[src/rtl/stage_sequencer_if.sv]
// Handshake bundle between the stage sequencer and its decode/ALU/memory neighbours.
interface stage_sequencer_if #(
  parameter int CNT_W = 32
);
  logic             start;
  logic             endProgram;
  logic             branch;
  logic             branch_taken;
  logic             memRead;
  logic             memWrite;
  logic             regWrite;
  logic             mem_ready;
  logic [2:0]       stage;
  logic             pc_we;
  logic             pc_sel;
  logic             reg_we;
  logic             halted;
  logic             mem_timeout;
  logic [CNT_W-1:0] cycle_cnt;
  logic [CNT_W-1:0] instr_cnt;

  modport master (
    output start, endProgram, branch, branch_taken, memRead, memWrite, regWrite, mem_ready,
    input  stage, pc_we, pc_sel, reg_we, halted, mem_timeout, cycle_cnt, instr_cnt
  );

  modport slave (
    input  start, endProgram, branch, branch_taken, memRead, memWrite, regWrite, mem_ready,
    output stage, pc_we, pc_sel, reg_we, halted, mem_timeout, cycle_cnt, instr_cnt
  );
endinterface

[src/rtl/stage_sequencer.sv]
// Multi-cycle instruction stage sequencer with memory-wait timeout and cycle/retire counters.
// Optional macro STAGE_SKIP_EN: EXECUTE jumps straight to WRITEBACK for non-memory instructions.
//
// state     | meaning
// FETCH     | 0: instruction fetch, one cycle
// DECODE    | 1: decode, one cycle
// EXECUTE   | 2: ALU; latches control flags, endProgram goes to HALT
// MEMORY    | 3: data memory access, waits for mem_ready up to MEM_TIMEOUT cycles
// WRITEBACK | 4: register write, pc_we strobe, retires instruction
// IDLE      | 5: waiting for start
// HALT      | 7: absorbing, only reset leaves
module stage_sequencer #(
  parameter int CNT_W       = 32,
  parameter int MEM_TIMEOUT = 15
) (
  input logic             clk,
  input logic             rst_n,
  stage_sequencer_if.slave bus
);
  localparam int WAIT_W = $clog2(MEM_TIMEOUT) + 1;

  typedef enum logic [2:0] {
    S_FETCH     = 3'd0,
    S_DECODE    = 3'd1,
    S_EXECUTE   = 3'd2,
    S_MEMORY    = 3'd3,
    S_WRITEBACK = 3'd4,
    S_IDLE      = 3'd5,
    S_HALT      = 3'd7
  } state_t;

  state_t            r_state;
  logic              r_mem_rd;
  logic              r_mem_wr;
  logic              r_reg_wr;
  logic              r_taken;
  logic [WAIT_W-1:0] r_wait;
  logic              r_pc_we;
  logic              r_pc_sel;
  logic              r_reg_we;
  logic              r_halted;
  logic              r_mem_timeout;
  logic [CNT_W-1:0]  r_cycle_cnt;
  logic [CNT_W-1:0]  r_instr_cnt;
  logic              w_taken;
  logic              w_mem_op;

  assign w_taken  = bus.branch & bus.branch_taken;
  assign w_mem_op = r_mem_rd | r_mem_wr;

  always_ff @(posedge clk or negedge rst_n) begin
    if (!rst_n) begin
      r_state       <= S_IDLE;
      r_mem_rd      <= 1'b0;
      r_mem_wr      <= 1'b0;
      r_reg_wr      <= 1'b0;
      r_taken       <= 1'b0;
      r_wait        <= '0;
      r_pc_we       <= 1'b0;
      r_pc_sel      <= 1'b0;
      r_reg_we      <= 1'b0;
      r_halted      <= 1'b0;
      r_mem_timeout <= 1'b0;
      r_cycle_cnt   <= '0;
      r_instr_cnt   <= '0;
    end else begin
      r_pc_we  <= 1'b0;
      r_pc_sel <= 1'b0;
      r_reg_we <= 1'b0;
      if (r_state != S_IDLE && r_state != S_HALT)
        r_cycle_cnt <= r_cycle_cnt + 1'b1;
      case (r_state)
        S_IDLE:    if (bus.start) r_state <= S_FETCH;
        S_FETCH:   r_state <= S_DECODE;
        S_DECODE:  r_state <= S_EXECUTE;
        S_EXECUTE: begin
          if (bus.endProgram) begin
            r_state  <= S_HALT;
            r_halted <= 1'b1;
          end else begin
            r_mem_rd <= bus.memRead;
            r_mem_wr <= bus.memWrite;
            r_reg_wr <= bus.regWrite;
            r_taken  <= w_taken;
            r_wait   <= WAIT_W'(MEM_TIMEOUT - 1);
`ifdef STAGE_SKIP_EN
            if (!bus.memRead && !bus.memWrite) begin
              r_state  <= S_WRITEBACK;
              r_pc_we  <= 1'b1;
              r_pc_sel <= w_taken;
              r_reg_we <= bus.regWrite;
            end else begin
              r_state <= S_MEMORY;
            end
`else
            r_state <= S_MEMORY;
`endif
          end
        end
        S_MEMORY: begin
          // Down-counter reaching zero without mem_ready forces the advance.
          if (!w_mem_op || bus.mem_ready || r_wait == '0) begin
            r_state  <= S_WRITEBACK;
            r_pc_we  <= 1'b1;
            r_pc_sel <= r_taken;
            r_reg_we <= r_reg_wr;
            if (w_mem_op && !bus.mem_ready) r_mem_timeout <= 1'b1;
          end else begin
            r_wait <= r_wait - 1'b1;
          end
        end
        S_WRITEBACK: begin
          r_state     <= S_FETCH;
          r_instr_cnt <= r_instr_cnt + 1'b1;
        end
        S_HALT:  r_state <= S_HALT;
        default: r_state <= S_IDLE;
      endcase
    end
  end

  assign bus.stage       = r_state;
  assign bus.pc_we       = r_pc_we;
  assign bus.pc_sel      = r_pc_sel;
  assign bus.reg_we      = r_reg_we;
  assign bus.halted      = r_halted;
  assign bus.mem_timeout = r_mem_timeout;
  assign bus.cycle_cnt   = r_cycle_cnt;
  assign bus.instr_cnt   = r_instr_cnt;
endmodule

[src/flat_wrapper.sv]
// flat-port wrapper written by rule: the top's interface ports become plain ports
module stage_sequencer_flat 
#(
  parameter int CNT_W       = 32,
  parameter int MEM_TIMEOUT = 15
)
  (clk, rst_n, bus_start, bus_endProgram, bus_branch, bus_branch_taken, bus_memRead, bus_memWrite, bus_regWrite, bus_mem_ready, bus_stage, bus_pc_we, bus_pc_sel, bus_reg_we, bus_halted, bus_mem_timeout, bus_cycle_cnt, bus_instr_cnt);
  stage_sequencer_if #(.CNT_W(CNT_W)) bus_i ();
  input logic clk;
  input logic rst_n;
  input wire logic [$bits(bus_i.start)-1:0] bus_start;
  input wire logic [$bits(bus_i.endProgram)-1:0] bus_endProgram;
  input wire logic [$bits(bus_i.branch)-1:0] bus_branch;
  input wire logic [$bits(bus_i.branch_taken)-1:0] bus_branch_taken;
  input wire logic [$bits(bus_i.memRead)-1:0] bus_memRead;
  input wire logic [$bits(bus_i.memWrite)-1:0] bus_memWrite;
  input wire logic [$bits(bus_i.regWrite)-1:0] bus_regWrite;
  input wire logic [$bits(bus_i.mem_ready)-1:0] bus_mem_ready;
  output wire logic [$bits(bus_i.stage)-1:0] bus_stage;
  output wire logic [$bits(bus_i.pc_we)-1:0] bus_pc_we;
  output wire logic [$bits(bus_i.pc_sel)-1:0] bus_pc_sel;
  output wire logic [$bits(bus_i.reg_we)-1:0] bus_reg_we;
  output wire logic [$bits(bus_i.halted)-1:0] bus_halted;
  output wire logic [$bits(bus_i.mem_timeout)-1:0] bus_mem_timeout;
  output wire logic [$bits(bus_i.cycle_cnt)-1:0] bus_cycle_cnt;
  output wire logic [$bits(bus_i.instr_cnt)-1:0] bus_instr_cnt;
  assign bus_i.start = bus_start;
  assign bus_i.endProgram = bus_endProgram;
  assign bus_i.branch = bus_branch;
  assign bus_i.branch_taken = bus_branch_taken;
  assign bus_i.memRead = bus_memRead;
  assign bus_i.memWrite = bus_memWrite;
  assign bus_i.regWrite = bus_regWrite;
  assign bus_i.mem_ready = bus_mem_ready;
  assign bus_stage = bus_i.stage;
  assign bus_pc_we = bus_i.pc_we;
  assign bus_pc_sel = bus_i.pc_sel;
  assign bus_reg_we = bus_i.reg_we;
  assign bus_halted = bus_i.halted;
  assign bus_mem_timeout = bus_i.mem_timeout;
  assign bus_cycle_cnt = bus_i.cycle_cnt;
  assign bus_instr_cnt = bus_i.instr_cnt;
  stage_sequencer #(.CNT_W(CNT_W), .MEM_TIMEOUT(MEM_TIMEOUT)) u_core (.clk(clk), .rst_n(rst_n), .bus(bus_i));
endmodule
[config.mk]
export PLATFORM = sky130hd
export DESIGN_NAME = stage_sequencer_flat
export DESIGN_NICKNAME = d
export VERILOG_FILES = /design/src/rtl/stage_sequencer_if.sv /design/src/rtl/stage_sequencer.sv /design/src/flat_wrapper.sv
export SDC_FILE = /design/constraint.sdc
export NUM_CORES = 1
export LEC_CHECK = 0
export BUFFER_PORTS_ARGS = -buffer_cell sky130_fd_sc_hd__buf_2
export CORE_MARGIN = 3
export CORE_UTILIZATION = 50
export DETAILED_ROUTE_END_ITERATION = 7
export GPL_TIMING_DRIVEN = 0
export MAX_ROUTING_LAYER = met4
export PLACE_DENSITY_LB_ADDON = 0.1
export SYNTH_ARGS = -nofsm -noshare
export SYNTH_HDL_FRONTEND = slang
export SYNTH_SLANG_ARGS = --single-unit
export TNS_END_PERCENT = 20
[constraint.sdc]
create_clock -name clk -period 2.25 [get_ports clk]
set_clock_uncertainty 0.05 [all_clocks]
set_input_delay 0.1125 -clock clk [delete_from_list [all_inputs] [get_ports clk]]
set_output_delay 0.1125 -clock clk [all_outputs]
set_load 0.01 [all_outputs]
---- Word-level counts from Yosys, hierarchy flattened ----
Index checks and enable logic that the tools add are counted.
word-level totals
  flip-flop bits (word level) ............. 81
  logic and storage cells ................. 58
  output and inout port bits .............. 72
  input port bits ......................... 10
operators by class
  equal/unequal tests ..................... 12
  bitwise operators ....................... 3
  multiplexer cells ....................... 13
  reduce and logical (&&, ||, !) cells .... 14
  $add $sub $neg .......................... 3
operators by type and width
  operator                                              count
  adder 32 x 1 -> 32 bit (second input constant)        2
  case mux 3 bit (7 select lines)                       1
  2-to-1 mux 5 bit                                      2
  case mux 5 bit (2 select lines)                       1
  equality test 3 bit (second input constant)           3
  2-to-1 mux 3 bit                                      3
  equality test 3 x 2 -> 1 bit (second input constant)  2
  2-to-1 mux 1 bit                                      6
  != test 2 bit (second input constant)                 3
  != test 3 bit (second input constant)                 2
  AND reduction 2 bit                                   3
  AND reduction 3 bit                                   2
  zero test 5 bit                                       1
  subtractor 5 x 1 -> 5 bit (second input constant)     1
  equality test 3 x 1 -> 1 bit (second input constant)  1
  zero test 3 bit                                       1
  logical AND 1 bit                                     2
  zero test 1 bit                                       2
  logical OR 1 bit                                      2
  != test 2 x 1 -> 1 bit (second input constant)        1
  nonzero test 2 bit                                    1
  AND 1 bit                                             1
  NOT 1 bit                                             1
  OR 1 bit                                              1

---- Logic depth before layout (Yosys ltp) ----
Gate-level depths: netlist of the first run.
  depth after elaboration ................. 6
  gate-level depth with buffers ........... 7
  mapped depth without buffers ............ 6

---- Worst setup path after synthesis of the first run ----
No wires, ideal clock.
  path type ............................... reg-to-reg
  from .................................... reg u_core.r_state[2], in the netlist u_core.bus.stage[2]
  to ...................................... reg u_core.r_instr_cnt[25], in the netlist u_core.bus.instr_cnt[25]
  library setup time ...................... 127 ps
  clock period less this slack ............ 1978 ps
  arrival time ............................ 1801 ps
  slack ................................... 272 ps
  required time ........................... 2073 ps
  cell stages (with the launch flop) ...... 7
  cell sequence ........................... dfstp_2 > buf_4 > or3b_4 > nor4_4 > buf_6 > nand4_1 > xnor2_1
on the way
  word-level cells in the longest chain between the ends .. 1
ends and longest elaborated chain
  what                      line                    RTL
  start: declaration        stage_sequencer.sv:32   state_t r_state;
  start signal: assignment  stage_sequencer.sv:53   r_state <= S_IDLE;
  start signal: assignment  stage_sequencer.sv:73   S_IDLE: if (bus.start) r_state <= S_FETCH;
  start signal: assignment  stage_sequencer.sv:74   S_FETCH: r_state <= S_DECODE;
  equality test 3 bit       stage_sequencer.sv:72   case (r_state)
  end signal: assignment    stage_sequencer.sv:114  r_instr_cnt <= r_instr_cnt + 1'b1;
  end: declaration          stage_sequencer.sv:44   logic [CNT_W-1:0] r_instr_cnt;
No other way between the ends.
A chain may end at the register's enable or synchronous reset.

---- Worst setup path after layout of the first run ----
  from .................................... reg u_core.r_state[2], in the netlist u_core.bus.stage[2]
  to ...................................... reg u_core.r_instr_cnt[21], in the netlist u_core.bus.instr_cnt[21]
The elaborated chain is that of the path after synthesis.

==> reports/metrics.yaml, run 1 <==
status: "completed"
antenna_found_initial: 0
synth_fa_ha_area_share_pct: 1.02
clock_latency_ps: 350
fmax_mhz: 471
avgSynthCellArea_um2: 11.4
cts_tree: "yes"
post-route-period-util_pct: 94.4
critPathSlowestCell: "dfstp_2"
critical_path_required_ps: 2420
gp_congestion: 0.801
ant_nets: 0
fp.dieH_um: 91.8
num_io_pins: 82
drv_cap: 0
synthToLayoutAreaGrowth_pct: 22.4
async_reset_ff_share_pct: 100
initial_utilization_pct: 52.8
ir_worst_vdd_mv: 0.663
grt_pass1_wl_um: 12900
clockBufferDepth: 2
fin_nets: 436
fillers: 599
cp_cell_sequence: "buf_4 > or3b_4 > nor4_4 > buf_6 > nand3_1 > xnor2_1"
cp-start-kind: "flip-flop"
drive_gt1_share_pct: 28.3
fin_ws_ps: 125
wire_per_inst_um: 14.5
die_x_um: 91.8
core_um2: 6980
hpwl_um: 5370
final_cell_mix: "87 x buf_2, 79 x dfrtp_1, 57 x xnor2_1, 33 x nand4_1, 22 x nand3_1"
worst_slew_pin_slew_ps: 491
path_max_fanout: 10
drt-initial-drc-count: 77
synth.area.mux_share_pct: 2.62
numCtsBuffers: 9
syn_inst: 324
dieArea_um2: 8430
leakagePower_uw: 0.00219
postCtsSetupBuffers: 0
rsz0062_at_grt: "false"
drc: 0
fin_tns_setup_ps: 0
synth_xor_area_share_pct: 14.7
pre_cts_ws_ps: 135
grt_usage_pct: 19.5
power_uw: 3910
fin_crit_ps: 2120
power_density_nw_per_um2: 867
synth_edf_count: 0
drv_slew: 0
yosys.area_share.simple_pct: 22.0
multiInputGateArea_um2: 1570
yosysWarnings: 0
synthDistinctLibCells: 40
finalHoldViolCount: 0
diodes: 0
htree_levels: 3
grt_max_degree: 47
ys.flop_type: "dfrtp_1"
regArea_um2: 2030
syn_area_um2: 3680
ys_seq_area_share_pct: 55.1
end_kind: "flip-flop"
root_buffer: "clkbuf_8"
setup_viol: 0
synth_compound_area_share_pct: 1.87
num_rows: 30
slowest_delay_ps: 530
min_path_type: "in2reg"
globalRouteOverflowTotal: 0
slew_headroom_pct: 67.3
ys_ff_latch: 81
first_pass_iters: 4
port_buffers: 81
grt_pass1_vias: 2676
clkTransAtPathRegs_ps: 80
crit_arrival_ps: 2300
cts.sinks: 81
vias: 2784
wirelength_um: 7590
syn_nets: 337
drt-vias-per-instance: 5.31
synth_top_family_by_area: "simple AND/OR/NAND/NOR gates"
final_common_cell: "buf_2"
critPathKind: "reg2reg"
registers in the layout (all words and copies together), names as in the netlist, 3 cells and up:
register	cells
u_core.bus.stage	3
u_core.bus.cycle_cnt	32
u_core.r_wait	5
u_core.bus.instr_cnt	32
synth_stat cells, drive strengths merged, types with 6 or more instances:
cell type	count	area (um2)
nand4	33	206
nand3	22	110
nand2	15	56.3
inv	9	33.8
xnor2	57	499
and3	10	62.6
dfrtp	79	1980
buf	10	57.6
and2	6	37.5
nor2	16	60.1
nor3	7	40.0
and4	11	96.3
metal layers:
metal,wire (um),up-vias,part of all wire (%),GRT usage [%]
li1,-,1342,-,-
met1,3380,1361,45,24.5
met2,3830,72,50,31.8
met3,314,9,4.1,3.69
met4,68,0,0.90,6.93
met5,0,-,0,-
power breakdown:
part	internal, uW	total [uW]	switching (uW)
logic	434	953	519
registers	1690	1910	219
clock network	513	1050	534
total	2630	3910	1270
worst paths after layout:
| path | start | cells after the start | end | slack [ps] |
|---|---|---|---|---|
| hold / removal | bus_start | 4 | u_core.bus.stage[2] | 50 |
| max in group asynchronous | rst_n | 3 | u_core.bus.cycle_cnt[0] | 1310 |
| setup / recovery | u_core.bus.stage[2] | 6 | u_core.bus.instr_cnt[21] | 130 |
| setup reg to reg | u_core.bus.stage[2] | 6 | u_core.bus.instr_cnt[21] | 130 |
| hold reg to reg | u_core.bus.halted | 1 | u_core.bus.halted | 410 |
| min in group asynchronous | rst_n | 2 | u_core.bus.instr_cnt[26] | 250 |
metrics by stage:
stage          area (um2)  utilization, %  hold WS [ps]  instances
4_1_cts              4490            64.4          37.7        524
2_1_floorplan        3680               -          -233        324
5_1_grt              4510            64.6          80.3        524
6_report             4510            64.6          48.8        524
3_3_place_gp         4210            60.3           290        501
3_5_place_dp         4240            60.7          59.4        502
final cells by class:
type	instances	area share [%]
Buffer	12	1.44
Clock buffer	9	2.75
Clock inverter	7	1.58
Inverter	9	0.750
Multi-Input combinational cell	222	34.8
Sequential cell	81	45.0
Tap cell	96	2.67
Timing Repair Buffer	88	11.0
what timing repair did:
action / 4_1_cts / 5_1_grt
hold buffers: 6 / 0
endpoints found under the setup margin: 0 / 3
hold endpoints to repair: 37 / 0
gates resized for setup: 0 / 2
critical path: cells and delay by family, from the launching register on:
| family | cells | cell delay, ps |
|---|---|---|
| simple gates | 3 | 900 |
| flops | 1 | 530 |
| buf+inv | 2 | 350 |
| xor+xnor | 1 | 160 |
cells by family after synthesis:
| logic type | count (synthesis) |
|---|---|
| simple gates | 137 |
| flops | 81 |
| xor+xnor | 62 |
| buf+inv | 21 |
| compound gates | 11 |
| mux | 9 |
| fa+ha+maj | 3 |
Power figures use the tool's default switching activity.
==> run 2, diff against run 1 <==
--- a/config.mk
+++ b/config.mk
@@ -7,7 +7,7 @@
 export LEC_CHECK = 0
 export BUFFER_PORTS_ARGS = -buffer_cell sky130_fd_sc_hd__buf_2
 export CORE_MARGIN = 3
-export CORE_UTILIZATION = 50
+export CORE_UTILIZATION = 49
 export DETAILED_ROUTE_END_ITERATION = 7
 export GPL_TIMING_DRIVEN = 0
 export MAX_ROUTING_LAYER = met4
==> constraint.sdc (replaced) <==
create_clock -name clk -period 1.9 [get_ports clk]
set_clock_uncertainty 0.05 [all_clocks]
set_input_delay 0.095 -clock clk [delete_from_list [all_inputs] [get_ports clk]]
set_output_delay 0.095 -clock clk [all_outputs]
set_load 0.01 [all_outputs]
==> run 2 against run 1 <==
Count of clock-buffer cells in the layout increased by 1. Critical path type unchanged. Die area increased by 1.9%. Combinational power up 20%. Final area grew 2.4%. Largest cell class unchanged. Final cell count is 0.95% higher. Via count rose by 0.75%. Register-to-register slack got worse by 20 ps.
==> reports/metrics.yaml, run 2 (synthesized netlist as in run 1, its figures left out) <==
drc: 0  # unchanged
worstHoldStart: "bus_endProgram"
grt_max_degree: 42  # -11%
wire_per_inst_um: 14.7  # +1.7%
globalRouteOverflowTotal: 0  # unchanged
num_rows: 30  # unchanged
critical_path_required_ps: 2090  # -330 ps
fp.dieH_um: 92.7  # +0.95%
worst_slew_pin_slew_ps: 541  # +49.7 ps
diodes: 0  # unchanged
root_buffer: "clkbuf_8"
drive_gt1_share_pct: 30.7  # +2.4 points
grt_usage_pct: 19.8  # +0.33 points
drt-vias-per-instance: 5.30  # -0.20%
post-route-period-util_pct: 94.4  # about the same
final_cell_mix: "85 x buf_2, 78 x dfrtp_1, 57 x xnor2_1, 33 x nand4_1, 21 x nand3_1"
leakagePower_uw: 0.00224  # +2.2%
fillers: 609  # +1.7%
fin_crit_ps: 1790  # -331 ps
cts_tree: "yes"
path_max_fanout: 5  # -5
hpwl_um: 5340  # -0.50%
ant_nets: 0  # unchanged
cp-start-kind: "flip-flop"
status: "completed"
min_path_type: "in2reg"
core_um2: 7060  # +1.1%
drv_slew: 0  # unchanged
num_io_pins: 82  # unchanged
slew_headroom_pct: 64.0  # -3.3 points
grt_pass1_wl_um: 13200  # +2.1%
pre_cts_ws_ps: -112  # -247 ps
cts.sinks: 81  # unchanged
port_buffers: 81  # unchanged
rsz0062_at_grt: "true"
rr_startpoint: "u_core.bus.stage[2]"
gp_congestion: 0.820  # +2.4%
grt_pass1_vias: 2696  # +0.75%
finalHoldViolCount: 0  # unchanged
power_uw: 4830  # +24%
critPathKind: "reg2reg"
finalInstanceArea_um2: 4610  # +2.4%
antenna_found_initial: 0  # unchanged
ir_worst_vdd_mv: 0.743  # +12%
final_common_cell: "buf_2"
fin_ws_ps: 106  # -19.0 ps
numCtsBuffers: 9  # unchanged
fin_nets: 441  # +1.1%
dieArea_um2: 8590  # +1.9%
clock_latency_ps: 350  # about the same
r2r_cells: 5  # -1
drv_cap: 0  # unchanged
hold_depth: 3  # -1
synthToLayoutAreaGrowth_pct: 25.2
wirelength_um: 7800  # +2.7%
htree_levels: 3  # unchanged
vias: 2805  # +0.75%
fmax_mhz: 557  # +18%
clockBufferDepth: 2  # unchanged
drt-initial-drc-count: 73  # -5.2%
crit_arrival_ps: 1980  # -320 ps
power_density_nw_per_um2: 1050  # +21%
critPathLaunch: "u_core.bus.stage[2]"
setup_viol: 0  # unchanged
initial_utilization_pct: 52.2  # -0.56 points
post_dp_cell_area_um2: 4230  # -0.18%
end_kind: "flip-flop"
first_pass_iters: 4  # unchanged
fin_cells: 529  # +0.95%
die_x_um: 92.7  # +0.95%
fin_tns_setup_ps: 0  # unchanged
clkTransAtPathRegs_ps: 80  # about the same
dp.cells: 502  # unchanged
run 2: cell count changes in the layout (fill, tap and decap cells not counted), moves of 2 or more:
cell | previous run | this run
clkbuf_1 | 2 | 0
clkbuf_4 | 0 | 2
clkinv_2 | 3 | 1
clkinv_4 | 3 | 1
buf_4 | 2 | 7
buf_2 | 87 | 85
run 2: repair_timing:
item | CTS | global route
cloned | 1 | 0
endpoints found under the setup margin | 33 | 39
pin swaps | 1 | 2
gates resized for setup | 7 | 10
endpoints found under the hold margin | 45 | 0
hold buffers | 7 | 0
setup buffers | 3 | 1
run 2: worst max-delay path: stages (launching register included):
cell and delay [ps]:
dfstp_2 550, or3b_4 400, nor4_4 240, buf_4 220, nand4_1 100, xnor2_1 140
run 2: metrics by stage:
stage | hold slack (ps) | utilization [%]
after CTS | 4.76 | 64.8
after floorplan | -251 | -
after global routing | 57.8 | 65.4
final | 22.1 | 65.4
after detailed placement | 61.1 | 60.0
after global placement | 280 | 59.6
run 2: routing by layer:
layer,vias up,global-route usage [%],wire length [um]
li1,1350,-,-
met1,1374,27.7,3750
met2,70,28.9,3570
met3,11,3.82,364
met4,0,7.69,107
met5,-,-,0
run 2: layout make-up:
class	instances	area (um2)	area share, %
flip-flops and latches	81	2030	44.0
multi-input cells	222	1600	34.6
repair buffers	94	536	11.6
clock buffers	10	138	2.98
well taps	96	120	2.60
clock inverters	6	90.1	1.95
plain buffers	11	67.6	1.46
inverters	9	33.8	0.732
run 2: where the power goes:
part	internal (uW)	total, uW	switching, uW
logic	526	1140	610
registers	2000	2280	275
clock network	781	1420	640
total	3310	4830	1520
run 2: worst paths after layout:
| kind | end | slack (ps) |
|---|---|---|
| max in group asynchronous | u_core.bus.stage[2] | 930 |
| min reg2reg | u_core.bus.halted | 400 |
| max | u_core.bus.instr_cnt[29] | 110 |
| min | u_core.bus.stage[2] | 20 |
| min in group asynchronous | u_core.bus.instr_cnt[27] | 210 |
| max reg2reg | u_core.bus.instr_cnt[29] | 110 |
